**config.mk**
```make
export PLATFORM = sky130hd
export DESIGN_NAME = irq_arbiter
export DESIGN_NICKNAME = d
export VERILOG_FILES = /design/src/rtl/irq_pkg.sv /design/src/rtl/irq_prio_enc.sv /design/src/rtl/irq_arbiter.sv
export SDC_FILE = /design/constraint.sdc
export NUM_CORES = 1
export LEC_CHECK = 0
export CAP_MARGIN = 25
export CORE_MARGIN = 2
export CORE_UTILIZATION = 34
export DETAILED_ROUTE_END_ITERATION = 6
export MAX_ROUTING_LAYER = met4
export PLACE_DENSITY_LB_ADDON = 0.15
export SLEW_MARGIN = 20
export SYNTH_ARGS = -nofsm -noshare
export SYNTH_HDL_FRONTEND = slang
export SYNTH_SLANG_ARGS = --single-unit
```
**constraint.sdc**
```tcl
create_clock -name clk -period 3.5 [get_ports clk]
set_input_delay 0.7 -clock clk [delete_from_list [all_inputs] [get_ports clk]]
set_output_delay 0.7 -clock clk [all_outputs]
set_load 0.02 [all_outputs]
```
**src/rtl/irq_pkg.sv**
```systemverilog
// Shared constants for the interrupt arbiter: FSM state encoding, register
// offsets, default base address and id width.
package irq_pkg;

  localparam int unsigned IdW = 4;

  localparam logic [31:0] DefaultBase = 32'h4000_0030;

  localparam logic [31:0] OffPend   = 32'h0000_0000;
  localparam logic [31:0] OffMask   = 32'h0000_0004;
  localparam logic [31:0] OffActive = 32'h0000_0008;
  localparam logic [31:0] OffAck    = 32'h0000_000C;
  localparam logic [31:0] OffLatMax = 32'h0000_0010;

  typedef logic [1:0] state_t;

  localparam state_t StIdle    = 2'd0;
  localparam state_t StReq     = 2'd1;
  localparam state_t StService = 2'd2;

endpackage

```
**src/rtl/irq_prio_enc.sv**
```systemverilog
// Combinational priority encoder: lowest set index wins, reports any/id.
module irq_prio_enc
  import irq_pkg::*;
#(
  parameter int unsigned NSRC = 4
) (
  input  logic [NSRC-1:0] vec,
  output logic            any,
  output logic [IdW-1:0]  id
);

  // Scan high to low so the lowest set index is written last.
  always_comb begin
    any = 1'b0;
    id  = '0;
    for (int i = int'(NSRC) - 1; i >= 0; i--) begin
      if (vec[i]) begin
        any = 1'b1;
        id  = IdW'(i);
      end
    end
  end

endmodule

```
**src/rtl/irq_arbiter.sv**
```systemverilog
// Peripheral-bus interrupt arbiter driving the CPU IRQ line, one in-service
// interrupt at a time. Define IRQ_LATENCY_EN to add the max-latency register.
module irq_arbiter
  import irq_pkg::*;
#(
  parameter int unsigned NSRC = 4,
  parameter logic [31:0] BASE = DefaultBase
) (
  input  logic            clk,
  input  logic            reset,
  input  logic [NSRC-1:0] src_irq,
  input  logic            pc_31,
  input  logic [31:0]     addr,
  input  logic [31:0]     wdata,
  input  logic            wr,
  input  logic            rd,
  output logic [31:0]     rdata,
  output logic            irq
);

  localparam logic [31:0] AddrPend   = BASE + OffPend;
  localparam logic [31:0] AddrMask   = BASE + OffMask;
  localparam logic [31:0] AddrActive = BASE + OffActive;
  localparam logic [31:0] AddrAck    = BASE + OffAck;

  logic [NSRC-1:0] src_q;
  logic [NSRC-1:0] pend_q, pend_d;
  logic [NSRC-1:0] mask_q;
  logic [NSRC-1:0] pend_clr;
  logic [NSRC-1:0] rise;
  logic [NSRC-1:0] elig;

  logic            any;
  logic [IdW-1:0]  win_id;
  logic [IdW-1:0]  active_id_q;
  logic            active_valid_q;

  state_t          state_q, state_d;

  logic            sel_pend, sel_mask, sel_active, sel_ack;
  logic            wr_pend, wr_mask, ack_hit;

  assign sel_pend   = (addr == AddrPend);
  assign sel_mask   = (addr == AddrMask);
  assign sel_active = (addr == AddrActive);
  assign sel_ack    = (addr == AddrAck);

  assign wr_pend = wr & sel_pend;
  assign wr_mask = wr & sel_mask;
  assign ack_hit = wr & sel_ack & (state_q == StService) & (wdata[IdW-1:0] == active_id_q);

  assign rise = src_irq & ~src_q;
  assign elig = pend_q & mask_q;

  irq_prio_enc #(
    .NSRC (NSRC)
  ) u_prio (
    .vec (elig),
    .any (any),
    .id  (win_id)
  );

  always_comb begin
    pend_clr = '0;
    if (wr_pend) begin
      pend_clr = wdata[NSRC-1:0];
    end
    for (int i = 0; i < int'(NSRC); i++) begin
      if (ack_hit && (active_id_q == IdW'(i))) begin
        pend_clr[i] = 1'b1;
      end
    end
  end

  // A new edge overrides a clear of the same bit in the same cycle.
  assign pend_d = (pend_q & ~pend_clr) | rise;

  always_comb begin
    state_d = state_q;
    case (state_q)
      StIdle: begin
        if (any && !pc_31) state_d = StReq;
      end
      StReq: begin
        if (!any)       state_d = StIdle;
        else if (pc_31) state_d = StService;
      end
      StService: begin
        if (ack_hit) state_d = StIdle;
      end
      default: state_d = StIdle;
    endcase
  end

  always_ff @(posedge clk) begin
    if (reset) begin
      src_q          <= '0;
      pend_q         <= '0;
      mask_q         <= '0;
      state_q        <= StIdle;
      active_id_q    <= '0;
      active_valid_q <= 1'b0;
    end else begin
      src_q   <= src_irq;
      pend_q  <= pend_d;
      state_q <= state_d;
      if (wr_mask) begin
        mask_q <= wdata[NSRC-1:0];
      end
      if (state_q == StReq && state_d == StService) begin
        active_id_q    <= win_id;
        active_valid_q <= 1'b1;
      end else if (ack_hit) begin
        active_valid_q <= 1'b0;
      end
    end
  end

  assign irq = (state_q == StReq);

`ifdef IRQ_LATENCY_EN
  localparam logic [31:0] AddrLatMax = BASE + OffLatMax;

  logic        sel_lat;
  logic [15:0] lat_cnt_q;
  logic [15:0] lat_max_q;

  assign sel_lat = (addr == AddrLatMax);

  always_ff @(posedge clk) begin
    if (reset) begin
      lat_cnt_q <= '0;
      lat_max_q <= '0;
    end else begin
      if (state_q == StIdle && state_d == StReq) begin
        lat_cnt_q <= '0;
      end else if (state_q != StIdle && lat_cnt_q != 16'hFFFF) begin
        lat_cnt_q <= lat_cnt_q + 16'd1;
      end
      if (wr && sel_lat) begin
        lat_max_q <= '0;
      end else if (ack_hit && lat_cnt_q > lat_max_q) begin
        lat_max_q <= lat_cnt_q;
      end
    end
  end
`endif

  always_comb begin
    rdata = '0;
    if (rd) begin
      if (sel_pend) begin
        rdata[NSRC-1:0] = pend_q;
      end else if (sel_mask) begin
        rdata[NSRC-1:0] = mask_q;
      end else if (sel_active) begin
        rdata = {active_valid_q, {(31 - IdW){1'b0}}, active_id_q};
      end
`ifdef IRQ_LATENCY_EN
      if (sel_lat) begin
        rdata[15:0] = lat_max_q;
      end
`endif
    end
  end

  // Upper store-data bits have no register behind them.
  logic unused_wdata;
  assign unused_wdata = ^wdata;

endmodule
```
==> Yosys cells after proc, flatten, opt, wreduce, memory -nomap -nowiden <==
Cells that the tools add are included.
{ "totals": {"reg_bits": 19, "inputBits": 73, "elab_cells": 64} }
{ "op_classes": {"n_eq_ne": 11, "mux": 26, "bitwise_logic": 11, "reduce_logical": 10} }
{ "ops": {"columns": ["cell", "n"], "rows": [
  ["$eq 32x31->1 const B", 4],
  ["$mux 32", 2],
  ["$mux 28", 2],
  ["$mux 2", 8],
  ["$and 4x4->4", 3],
  ["$mux 4", 3],
  ["$mux 1", 10],
  ["$eq 4x2->1 const B", 2],
  ["$not 4->4", 2],
  ["$logic_and 1x1->1", 6],
  ["$pmux 2 s3", 1],
  ["$and 1x1->1", 5],
  ["$eq 2x2->1 const B", 2],
  ["$eq 4x1->1 const B", 1],
  ["$eq 4x4->1", 1],
  ["$logic_not 4->1", 1],
  ["$or 4x4->4", 1],
  ["$eq 2x1->1 const B", 1],
  ["$logic_not 2->1", 1],
  ["$reduce_bool 2->1", 1],
  ["$logic_not 1->1", 1]
]} }

==> Longest topological paths before layout <==
{ "depth": {"ltp_word": 11, "mapped_depth": 6, "ltp_nobuf": 5} }

==> Cells and area by module <==
From an unflattened synthesis, not the netlist that was laid out.
{ "hier_totals": {"hier_cells": 161, "area_unflattened_um2": 1472.7} }
{ "modules_own_cells": {"columns": ["mod", "n_inst", "cells_each", "area_each_um2"], "rows": [
  ["irq_arbiter", 1, 151, 1418.9],
  ["irq_prio_enc", 1, 10, 53.8]
]} }

==> Least setup slack after synthesis <==
Ideal clock, no wire load.
{ "synth_path": {"kind": "input to output", "start": "input port addr[7]", "end": "output port rdata[2]", "arrival_time_ps": 2125, "t_required_ps": 2800, "setup_slack_ps": 675, "cell_stages": 5, "n_path_buf": 0, "path_cell_list": "nor4_1 nand4_2 nor2_1 nand2_1 nor3_1"} }
{ "synth_between": {"elab_chain_len": 5, "elab_cells_between_ends": 7} }
{ "synth_rtl": {"columns": ["element", "line_no", "rtl"], "rows": [
  ["start: declaration", "irq_arbiter.sv:13", "input logic [31:0] addr,"],
  ["$eq 32x31->1", "irq_arbiter.sv:45", "assign sel_active = (addr == AddrActive);"],
  ["$mux 32", "irq_arbiter.sv:156", "end else if (sel_active) begin"],
  ["$mux 4", "irq_arbiter.sv:154", "end else if (sel_mask) begin"],
  ["$mux 4 *", "irq_arbiter.sv:152", "if (sel_pend) begin"],
  ["$mux 32 *", "irq_arbiter.sv:151", "if (rd) begin"],
  ["end: declaration", "irq_arbiter.sv:17", "output logic [31:0] rdata,"]
]} }
Every way passes the cells marked *; elsewhere a longest branch is shown, timed or not.

==> Worst setup path after layout <==
{ "layout_path": {"start": "input port addr[15]", "end": "output port rdata[3]"} }
Same word-level chain as after synthesis.

==> run summary <==
Top cells by area, synth: dfxtp_1 28%, buf_4 16%, mux2i_1 7.3%
Drt wl/cell: 12.9 um
Peak supply drop: 0.185 mV
Max_slew headroom: 59.1%
Most common cell in the netlist: buf_4
CP Cell Sequence: clkdlybuf4s50_1, nor4_1, nand4_2, nor2_1, nand2_1, nor3_1, dlygate4sd2_1
Data arrival time of the worst path: 2.54 ns
Fmax achieved: 309 MHz
Root Driver: clkbuf_4
Die Width: 64.3 um
Nets@finish: 279
IO Pins: 106
Hold Buf Count CTS: 0
Number of global-route vias before repair: 1165
Number of synthesized flops with an enable pin: 0
Max-Cap Viols: 0
Pleak: 0.742 nW
Via density: 4.73
CTS clk-pin slew, worst paths: 0.10 ns
HPWL after detailed placement: 2.62 mm
Total gr overflow: 0
Core Box Area: 3420 um^2
Initial antenna violation count: 0
Num CTS Buffers: 3
RSZ-0062 raised after global routing: false
Critical path type: in -> out
WL final: 3.25 mm
CTS H-tree lvls: 1
Clk Latency, worst-skew pair: 0.30 ns
Drt drc: 0
Via count: 1186
CP Launch Type: primary input
Largest net degree at the start of global routing: 15
Synthesized flop and latch total: 17
Status: finished, final reports clean
Port Buffers: 50
GPL Wtd Cong: 0.837
Max incr delay on CP: 0.40 ns
Sequential-to-total area share from yosys stat: 27.6%
Site Rows: 21
Hold Fails Final Rpt: 0
CP Max Fanout: 5
TritonRoute pass-1 iters: 4
First-pass GRT wire length: 5.16 mm
Yosys cell types: 33
Starting Density: 36.2%
P&R area growth vs syn: 41.6%
Total GRT Usage: 16.7%
Post-route cell area: 1750 um^2
CTS tree: done
Tcrit/Tclk final: 92.6%
Worst Tran Pin Value: 0.612 ns
CTS Sinks: 17
Die Ht: 64.3 um
Placement Cell Area: 1700 um^2
Hold crit path type: reg -> reg
Diodes inserted: 0
Power Density: 244 nW/um^2
Largest area contributor in the netlist: dfxtp_1
Die Area: 4130 um^2
Slew Viols, Final: 0
Crit path max-delay cell type: clkdlybuf4s50_1
Clk_skew: 0.00413 ns
Layout cell share with drive strength beyond 1: 9.27%
Total power draw: 0.427 mW
Crit path required time: 2.80 ns
Post-DRT Antenna Nets: 0
Post-Syn Area per Cell: 8.18 um^2
Top-area cell type share of the netlist area: 27.6%
Initial drt markers: 19
CTS Buffer Depth: 2
Mapped Cells: 151
Async set-or-reset flop fraction in the synthesized netlist: 0%
Crit. End Element: output pin
Synth top cells by count: 27 x buf_4, 17 x dfxtp_1, 16 x nor2_1, 14 x nand2_1, 12 x nor2b_1
Final Critical Period: 3.24 ns
Netlist Area Pre-Place: 1230 um^2
Final setup fails: 0
Ys flop type: dfxtp_1
Syn. warnings: 0
-- worst max-delay path: cells and delay by family --
kind | cells | cell delay [ns]
simple gates | 5 | 1.08
buf+inv | 2 | 0.76
-- flip-flops by register name, summed over array words and instances, names as in the netlist --
name and cells:
mask_q 4, pend_q 4, src_q 4, active_id_q 2
state_q 2, active_valid_q 1
-- per-stage QoR --
stage / util [%] / setup slack, ns / hold slack [ns] / TNS, ns / cells
5_1_grt: 51.2 / 0.0396 / 0.556 / 0 / 251
4_1_cts: 50.6 / 0.00664 / 0.499 / 0 / 251
2_1_floorplan: - / 0.675 / 0.469 / 0 / 177
3_5_place_dp: 49.9 / -0.110 / 0.480 / -0.196 / 247
6_report: 51.2 / 0.261 / 0.495 / 0 / 251
3_3_place_gp: 49.9 / -0.0789 / 0.480 / -0.156 / 247
-- worst paths after layout --
path                        from             end  slack (ns)  depth (start not counted)
hold reg to reg   active_valid_q  active_valid_q        0.49                          2
setup / recovery        addr[15]        rdata[3]        0.26                          7
setup reg to reg       mask_q[3]  active_id_q[1]        2.08                          4
hold / removal    active_valid_q  active_valid_q        0.49                          2
-- placed cells by master, fill, tap and decap left out --
master	instances
buf_4	4
nand2b_1	4
nor3_1	7
a31oi_1	3
nand3_1	2
o21a_1	1
nand4_2	2
dlygate4sd2_1	2
dlymetal6s2s_1	3
nor2_1	16
inv_1	1
a22oi_1	1
nor4_1	2
dfxtp_1	17
xor2_1	2
nand2_1	14
nor3b_1	1
and3_1	2
a41oi_1	1
a21boi_0	2
a21oi_1	6
o21ai_0	1
nor4_2	3
clkdlybuf4s50_1	45
nor4b_2	3
and2_1	1
nand4_1	2
clkbuf_4	3
a31o_2	1
o31a_1	1
conb_1	27
nor4_4	2
or3_1	1
mux2i_1	9
nor2b_1	12
clkinv_2	1
-- power by group --
part           leakage, nW  switching (mW)  internal (mW)
logic                0.585          0.0579         0.0593
registers            0.139         0.00376          0.200
clock network       0.0177          0.0640         0.0426
-- per-layer routing --
metal  track usage [%]  share of wire [%]  vias up
met3              4.93                 13        4
met2              29.2                 48       74
met4              7.45                1.2        0
li1                  -                  -      582
met5                 -                  0        -
met1              17.4                 38      526
-- area by class of cell --
type | instances | area, um^2
fillers | 343 | 1670
multi-input cells | 129 | 785
repair buffers | 54 | 536
flip-flops and latches | 17 | 340
well taps | 46 | 57.6
clock buffers | 3 | 22.5
clock inverters | 1 | 5.00
inverters | 1 | 3.75
-- cells by family (layout without fill, tap and decap cells) --
kind of cell | after synthesis | in the layout | synth area share (%)
muxes | 9 | 9 | 7.30
and+or+nand+nor | 74 | 74 | 36.7
xor gates and xnor gates | 2 | 2 | 1.42
AOI/OAI and AO/OA | 17 | 17 | 8.92
other | 1 | 27 | 0.304
buffers and inverters | 31 | 59 | 17.8
DFF | 17 | 17 | 27.6
-- repair_timing --
item,4_1_cts,5_1_grt
setup endpoints to repair,2,3
resized for setup,2,5
buffers inserted,0,0
endpoints found under the hold margin,0,0
(Power assumes the default switching activity.)
